File: src/rtl/game_flow_ctrl_pkg.sv
// game_flow_ctrl_pkg: game flow states, game_active encodings and counter sizing shared across the game.
package game_flow_ctrl_pkg;
    typedef enum logic [2:0] {
        ST_MENU,
        ST_COUNTDOWN,
        ST_PLAYING,
        ST_PAUSED,
        ST_LOST,
        ST_WON
    } game_state_t;

    localparam logic [1:0] GA_IDLE = 2'd0;
    localparam logic [1:0] GA_PLAY = 2'd1;
    localparam logic [1:0] GA_LOST = 2'd2;
    localparam logic [1:0] GA_WON  = 2'd3;

    function automatic int cnt_w(input int a, input int b);
        int m;
        m = a > b ? a : b;
        return m < 2 ? 1 : $clog2(m);
    endfunction

    function automatic logic [1:0] ga_of(input game_state_t s);
        return s == ST_PLAYING ? GA_PLAY : s == ST_LOST ? GA_LOST : s == ST_WON ? GA_WON : GA_IDLE;
    endfunction
endpackage

File: src/rtl/edge_det.sv
// edge_det: one-cycle pulse on each rising edge of a synchronous level.
module edge_det (
    input  logic clk,
    input  logic rst,
    input  logic d_i,
    output logic rise_o
);
    logic d_q;

    always_ff @(posedge clk or negedge rst)
        if (!rst) d_q <= 1'b0;
        else      d_q <= d_i;

    assign rise_o = d_i & ~d_q;
endmodule

File: src/rtl/game_flow_ctrl.sv
// game_flow_ctrl: menu/countdown/play/pause/game-over sequencing with registered outputs.
module game_flow_ctrl
    import game_flow_ctrl_pkg::*;
#(
    parameter int COUNTDOWN_FRAMES = 180,
    parameter int OVER_HOLD_FRAMES = 120
) (
    input  logic       clk,
    input  logic       rst,
    input  logic       frame_tick,
    input  logic       btn_start,
    input  logic       btn_pause,
    input  logic       player2_game_start,
    input  logic       player_dead,
    input  logic       boss_dead,
    output logic [1:0] game_active,
    output logic       game_start,
    output logic [1:0] countdown,
    output logic       paused
);
    localparam int CW = cnt_w(COUNTDOWN_FRAMES, OVER_HOLD_FRAMES);
    localparam logic [CW-1:0] CD_LOAD = CW'(COUNTDOWN_FRAMES - 1);
    localparam logic [CW-1:0] OH_LOAD = CW'(OVER_HOLD_FRAMES - 1);
    localparam logic [CW-1:0] TH3     = CW'(2 * COUNTDOWN_FRAMES / 3);
    localparam logic [CW-1:0] TH2     = CW'(COUNTDOWN_FRAMES / 3);

    game_state_t   state_q, state_d;
    logic [CW-1:0] cnt_q, cnt_d;
    logic          start_rise, pause_rise, start_ev;

    edge_det u_start (.clk(clk), .rst(rst), .d_i(btn_start), .rise_o(start_rise));
    edge_det u_pause (.clk(clk), .rst(rst), .d_i(btn_pause), .rise_o(pause_rise));

    assign start_ev = start_rise | player2_game_start;

    always_comb begin
        state_d = state_q;
        cnt_d   = cnt_q;
        case (state_q)
            ST_MENU: if (start_ev) begin
                state_d = ST_COUNTDOWN;
                cnt_d   = CD_LOAD;
            end
            ST_COUNTDOWN: if (frame_tick) begin
                if (cnt_q == '0) state_d = ST_PLAYING;
                else             cnt_d   = cnt_q - CW'(1);
            end
            ST_PLAYING: begin
                if (player_dead || boss_dead) cnt_d = OH_LOAD;
                state_d = player_dead ? ST_LOST : boss_dead ? ST_WON : pause_rise ? ST_PAUSED : ST_PLAYING;
            end
            ST_PAUSED: state_d = pause_rise ? ST_PLAYING : start_rise ? ST_MENU : ST_PAUSED;
            ST_LOST, ST_WON: begin
                if (start_ev && cnt_q == '0)      state_d = ST_MENU;
                else if (frame_tick && cnt_q != '0) cnt_d = cnt_q - CW'(1);
            end
            default: state_d = ST_MENU;
        endcase
    end

    // Outputs are decoded from next state so they line up with the registered state.
    always_ff @(posedge clk or negedge rst)
        if (!rst) begin
            state_q     <= ST_MENU;
            cnt_q       <= '0;
            game_active <= GA_IDLE;
            game_start  <= 1'b0;
            countdown   <= 2'd0;
            paused      <= 1'b0;
        end else begin
            state_q     <= state_d;
            cnt_q       <= cnt_d;
            game_active <= ga_of(state_d);
            game_start  <= state_q == ST_MENU && state_d == ST_COUNTDOWN;
            countdown   <= state_d != ST_COUNTDOWN ? 2'd0 : cnt_d >= TH3 ? 2'd3 : cnt_d >= TH2 ? 2'd2 : 2'd1;
            paused      <= state_d == ST_PAUSED;
        end
endmodule

File: config.mk
export PLATFORM = sky130hd
export DESIGN_NAME = game_flow_ctrl
export DESIGN_NICKNAME = d
export VERILOG_FILES = /design/src/rtl/game_flow_ctrl_pkg.sv /design/src/rtl/edge_det.sv /design/src/rtl/game_flow_ctrl.sv
export SDC_FILE = /design/constraint.sdc
export NUM_CORES = 1
export LEC_CHECK = 0
export BUFFER_PORTS_ARGS = -buffer_cell sky130_fd_sc_hd__buf_2
export CAP_MARGIN = 40
export CORE_MARGIN = 2
export CORE_UTILIZATION = 30
export DETAILED_ROUTE_END_ITERATION = 10
export GPL_TIMING_DRIVEN = 0
export PLACE_DENSITY_LB_ADDON = 0.2
export SYNTH_ARGS = -nofsm -noshare
export SYNTH_HDL_FRONTEND = slang
export SYNTH_SLANG_ARGS = --single-unit
File: constraint.sdc
create_clock -name clk -period 4.9 [get_ports clk]
set_input_delay 0.98 -clock clk [delete_from_list [all_inputs] [get_ports clk]]
set_output_delay 0.98 -clock clk [all_outputs]
set_load 0.005 [all_outputs]
# ---- After elaboration in Yosys (flattened, before gate mapping)
# Cells that the tools add are included.
dict set report totals {
  register_bits 19
  input_bits 8
  out_inout_bits 6
}
dict set report classes {
  add_sub_neg 1
  n_lt_le_gt_ge 2
  n_eq_ne 11
  n_mux 23
  bitwise_logic 5
  n_reduce_logical 8
}
# op n
set op_table {}
lappend op_table {{$mux 8} 6}
lappend op_table {{$pmux 8 s4} 1}
lappend op_table {{$mux 3} 6}
lappend op_table {{$mux 2} 8}
lappend op_table {{$pmux 3 s5} 1}
lappend op_table {{$eq 3x2->1 const B} 4}
lappend op_table {{$eq 3x3->1 const B} 4}
lappend op_table {{$ge 8x6->1 const B} 1}
lappend op_table {{$ge 8x7->1 const B} 1}
lappend op_table {{$logic_not 8->1} 1}
lappend op_table {{$reduce_bool 8->1} 1}
lappend op_table {{$sub 8x1->8 const B} 1}
lappend op_table {{$eq 3x1->1 const B} 2}
lappend op_table {{$logic_and 1x1->1} 3}
lappend op_table {{$logic_not 3->1} 1}
lappend op_table {{$ne 3x1->1 const B} 1}
lappend op_table {{$and 1x1->1} 2}
lappend op_table {{$not 1->1} 2}
lappend op_table {{$reduce_or 2->1} 1}
lappend op_table {{$logic_or 1x1->1} 1}
lappend op_table {{$mux 1} 1}
lappend op_table {{$or 1x1->1} 1}

# ---- Depth between registers and ports, before layout
dict set report logic_depth {
  depth_word 10
  mapped_depth 8
  ltp_nobuf 8
}

# ---- By module
# From an unflattened synthesis, not the netlist that was laid out.
dict set report unflattened {
  cells_unflattened 118
  area_unflattened_um2 1162.4
}
# module n_inst cells_per_inst area_each_um2 seq_area_each_um2
set by_module_without_submodules {}
lappend by_module_without_submodules {game_flow_ctrl 1 114 1084.8 425.4}
lappend by_module_without_submodules {edge_det 2 2 38.8 25.0}

# ---- Worst setup path before layout
# No wires, ideal clock.
dict set report synth_timing {
  path_kind {input to register}
  startpoint {input port frame_tick}
  endpoint {register countdown[0]}
  setup_ns 0.135
  t_arrival_ns 2.267
  t_required_ns 4.765
  slack_ns 2.498
  cell_stages 6
  path_cell_list {nor2b_1 -> and2_1 -> a21oi_1 -> o32a_1 -> a221oi_1 -> a211oi_2}
}
dict set report synth_via {
  elab_chain_len 8
  word_cells_on_any_way 13
}
# item line
set synth_lines {}
lappend synth_lines {{start: declaration} game_flow_ctrl.sv:10} ;# input logic frame_tick,
lappend synth_lines {{$logic_and 1x1->1} game_flow_ctrl.sv:55} ;# else if (frame_tick && cnt_q != '0) cnt_d = cnt_q - CW'(1);
lappend synth_lines {{$mux 8} game_flow_ctrl.sv:55}
lappend synth_lines {{$mux 8} game_flow_ctrl.sv:54} ;# if (start_ev && cnt_q == '0) state_d = ST_MENU;
lappend synth_lines {{$pmux 8 s4 *} game_flow_ctrl.sv:39} ;# case (state_q)
lappend synth_lines {{named net cnt_d[3]} game_flow_ctrl.sv:28} ;# logic [CW-1:0] cnt_q, cnt_d;
lappend synth_lines {{$ge 8x6->1} game_flow_ctrl.sv:75} ;# countdown <= state_d != ST_COUNTDOWN ? 2'd0 : cnt_d >= TH3 ? 2'd3 : cnt_d >= TH2 ? 2'd2 : 2'd1;
lappend synth_lines {{$mux 2} game_flow_ctrl.sv:75}
lappend synth_lines {{$mux 2 * (2 in a row)} game_flow_ctrl.sv:75}
lappend synth_lines {{end signal: assignment} game_flow_ctrl.sv:75}
lappend synth_lines {{end: declaration} game_flow_ctrl.sv:18} ;# output logic [1:0] countdown,
# The timed path passes the listed nets; every way through them passes the cells marked *.

# ---- Final worst setup path
dict set report layout_timing {
  startpoint {register cnt_q[0]}
  endpoint {register countdown[1]}
}
dict set report layout_via {
  word_cells_on_any_way 22
}
# item line
set layout_lines {}
lappend layout_lines {{start: declaration} game_flow_ctrl.sv:28}
lappend layout_lines {{start signal: assignment} game_flow_ctrl.sv:72} ;# cnt_q <= cnt_d;
lappend layout_lines {{$logic_not 8->1 *} {game_flow_ctrl.sv:45, game_flow_ctrl.sv:54}}
lappend layout_lines {{$mux 3 / $logic_and 1x1->1 (equally long branches)} {game_flow_ctrl.sv:45, game_flow_ctrl.sv:54}}
lappend layout_lines {{$mux 3, on equally long branches} {game_flow_ctrl.sv:44, game_flow_ctrl.sv:54}}
lappend layout_lines {{$pmux 3 s5 *} game_flow_ctrl.sv:39}
lappend layout_lines {{named net state_d[1]} game_flow_ctrl.sv:27} ;# game_state_t state_q, state_d;
lappend layout_lines {{$ne 3x1->1 *} game_flow_ctrl.sv:75}
lappend layout_lines {{$mux 2 *} game_flow_ctrl.sv:75}
# Marked as above.

==> key figures <==
Power
  – PwrDens: 522 nW/um^2
  – Maximum vdd ir drop: 0.000165 V
  – Lkg Pwr: 0.612 nW

Critical path
  – Flop-to-flop setup slack: 2.15 ns
  – Critical Path Max Stage Delay: 0.73 ns
  – RR Startpoint: cnt_q[0]
  – Critical-path maximum fanout: 6
  – Element type at the critical path end: flip-flop
  – R2R depth: 8
  – CP max stage cell: nor3b_1
  – Worst flop-to-flop path endpoint: countdown[1]
  – Critical Path Start Type: flip-flop
  – Arrival @ worst endpoint: 2.88 ns
  – CP Class: reg -> reg
  – Critical-path cell list: inv_1, ha_1, nor3b_1, a31oi_1, o41ai_1, nor2_1, o21ai_0, a21oi_1
  – Worst EP required: 5.03 ns

Global route
  – Antenna violations before repair: 0
  – Number of global-route vias before repair: 1011
  – First-pass GRT wire length: 5.06 mm
  – Grt ovf: 0
  – GR Util met3: 0.0220
  – Pin count of the biggest net entering global routing: 20
  – Most Crowded Layer GR: met2
  – GR Util met2: 0.235
  – GRT Util Overall: 0.152
  – GR Layer Usage met1: 0.214

Cells and area
  – Final net count: 151
  – Layout Area Growth over Synthesis: 14.5%
  – Final core occ: 0.362
  – Final instance area: 1350 sq um
  – ANT cells: 0
  – Share of cells above drive strength 1: 0.220

Synth
  – Mean Syn Cell Area: 9.48 sq um
  – Synth top area share: 0.404
  – Post-Syn Instances: 124
  – Sequential share of the synthesized area: 0.404
  – Mapped Nets: 133
  – Synth area leader: dfrtp_1
  – Synth Flop Type: dfrtp_1
  – Ys async rst share: 1.00
  – Library cells used by synthesis: 51
  – Most common cell in the netlist: dfrtp_1
  – Synth Cell Area: 1180 sq um
  – Warnings, synthesis: 0
  – Largest cells by area after synthesis: dfrtp_1, a21oi_1, inv_1
  – Commonest cells in the synthesized netlist: dfrtp_1, inv_1, nor2_1
  – Post-synth EDFFs: 0
  – #FFs+latches synth: 19

Floorplanning
  – Die height: 66.6 microns
  – Io pins: 14
  – Die area: 4440 sq um
  – Area of the core: 3720 sq um
  – Placement Rows: 22
  – Die extent in x: 66.6 microns
  – Initial Util: 0.316

Route
  – Final WL: 2.92 mm
  – DRC viols: 0
  – DR WL/cell: 15.4 microns
  – Final ANT Viol Nets: 0
  – First-pass detailed-route iteration total: 4
  – Vias per cell: 5.42
  – Iteration-0 DRC Markers: 55
  – Vias: 1025

CTS
  – Post-CTS Resized: 0
  – Clock Sink Count: 19
  – H-Tree Depth: 1
  – TritonCTS Buffers: 3
  – CTS root buf: clkbuf_8
  – Clk buf depth: 2
  – Clk slew on worst S/H paths: 0.07 ns
  – Clk_lat worst skew: 0.26 ns
  – Post-CTS Setup Bufs: 0
  – Post-CTS Hold Buffers: 0
  – TritonCTS clock tree: done

Timing
  – Hold Vio Cnt, Final: 0
  – Min Tclk post-route: 2.75 ns
  – Unrepaired setup endpoints after global routing: no
  – Setup violators final: 0
  – Max-slew violations: 0
  – Worst Tran Pin Value: 0.844 ns
  – Final TNS setup: 0 ns
  – Fmax achieved: 364 MHz
  – Crit share post-route: 0.561
  – Slew HR: 0.436
  – Worst Skew: 0.00592 ns

Hold path
  – Worst-case hold path end point: cnt_q[1]
  – Hold Crit Start: cnt_q[1]
  – Class of the tightest hold or removal check: reg -> reg
  – Worst Hold Depth: 2

Job
  – MaxCap Viol Count: 0

Placement
  – Routability Congestion: 0.838
  – DP Area: 1300 sq um
  – Buffers on Ports: 13
  – Post-DP HPWL: 2.16 mm

Status
  – Status: finished clean
==> cell usage in the layout (no fill, tap or decap), types with 3 or more instances in the layout <==
cell      instances
inv_1             9
nor2_1            9
nor3_1            5
buf_2            15
a21oi_1           7
nand2_1           8
and3_1            4
o22ai_1           4
nand2b_1          3
xnor2_1           3
clkbuf_8          3
dfrtp_1          19
o21ai_0           3
==> sequential cells by signal, indices dropped and copies added, names as in the netlist <==
signal,count
cnt_q,8
state_q,3
countdown,2
game_active,2
game_start,1
paused,1
u_pause.d_q,1
u_start.d_q,1
==> worst max-delay path by stage <==
stage | from | endpoint | slack [ns] | cells after the start
finish | cnt_q[0] | countdown[1] | 2.15 | 8
global route | cnt_q[0] | countdown[1] | 1.90 | 8
CTS | cnt_q[0] | countdown[1] | 2.14 | 8
detailed placement | frame_tick | countdown[0] | 2.16 | 7
global placement | frame_tick | countdown[0] | 2.16 | 7
floorplan | frame_tick | countdown[0] | 2.50 | 6
==> stage by stage <==
stage	total power [mW]	hold slack, ns	instances	worst slack [ns]
floorplan	0.498	0.500	124	2.50
finish	0.702	0.574	189	2.15
detailed placement	0.588	0.564	185	2.16
CTS	0.705	0.581	189	2.14
global placement	0.579	0.520	185	2.16
global route	0.764	0.657	189	1.90
==> per-layer routing <==
metal  share of wire  up-vias
met3           0.052        5
met4           0.016        0
met5               0        -
li1                -      490
met1            0.49      493
met2            0.44       37
==> power breakdown <==
group | switching, mW | internal [mW] | total (mW)
logic | 0.181 | 0.142 | 0.322
clock network | 0.0549 | 0.0580 | 0.113
registers | 0.0573 | 0.210 | 0.267
total | 0.293 | 0.409 | 0.702
==> layout make-up <==
type	count	area, sq um
fillers	392	2370
plain buffers	4	25.0
clock buffers	4	45.0
well taps	48	60.1
flip-flops and latches	19	475
multi-input cells	92	642
repair buffers	13	65.1
inverters	9	33.8
==> kinds of logic after synthesis <==
family | after synthesis | synth area share
buf+inv | 13 | 0.0500
compound gates | 33 | 0.219
xor+xnor | 3 | 0.0223
mux | 2 | 0.0181
fa+ha+maj | 1 | 0.0106
simple gates | 53 | 0.276
flops | 19 | 0.404
==> critical path: cells and delay by family, from the launching register on <==
| family | cells | cell delay [ns] |
|---|---|---|
| AOI/OAI and AO/OA | 4 | 0.98 |
| and+or+nand+nor | 2 | 0.83 |
| DFF | 1 | 0.38 |
| adders and majority gates | 1 | 0.32 |
| buffers and inverters | 1 | 0.10 |
Note: power is estimated with default switching activity, not from simulation.
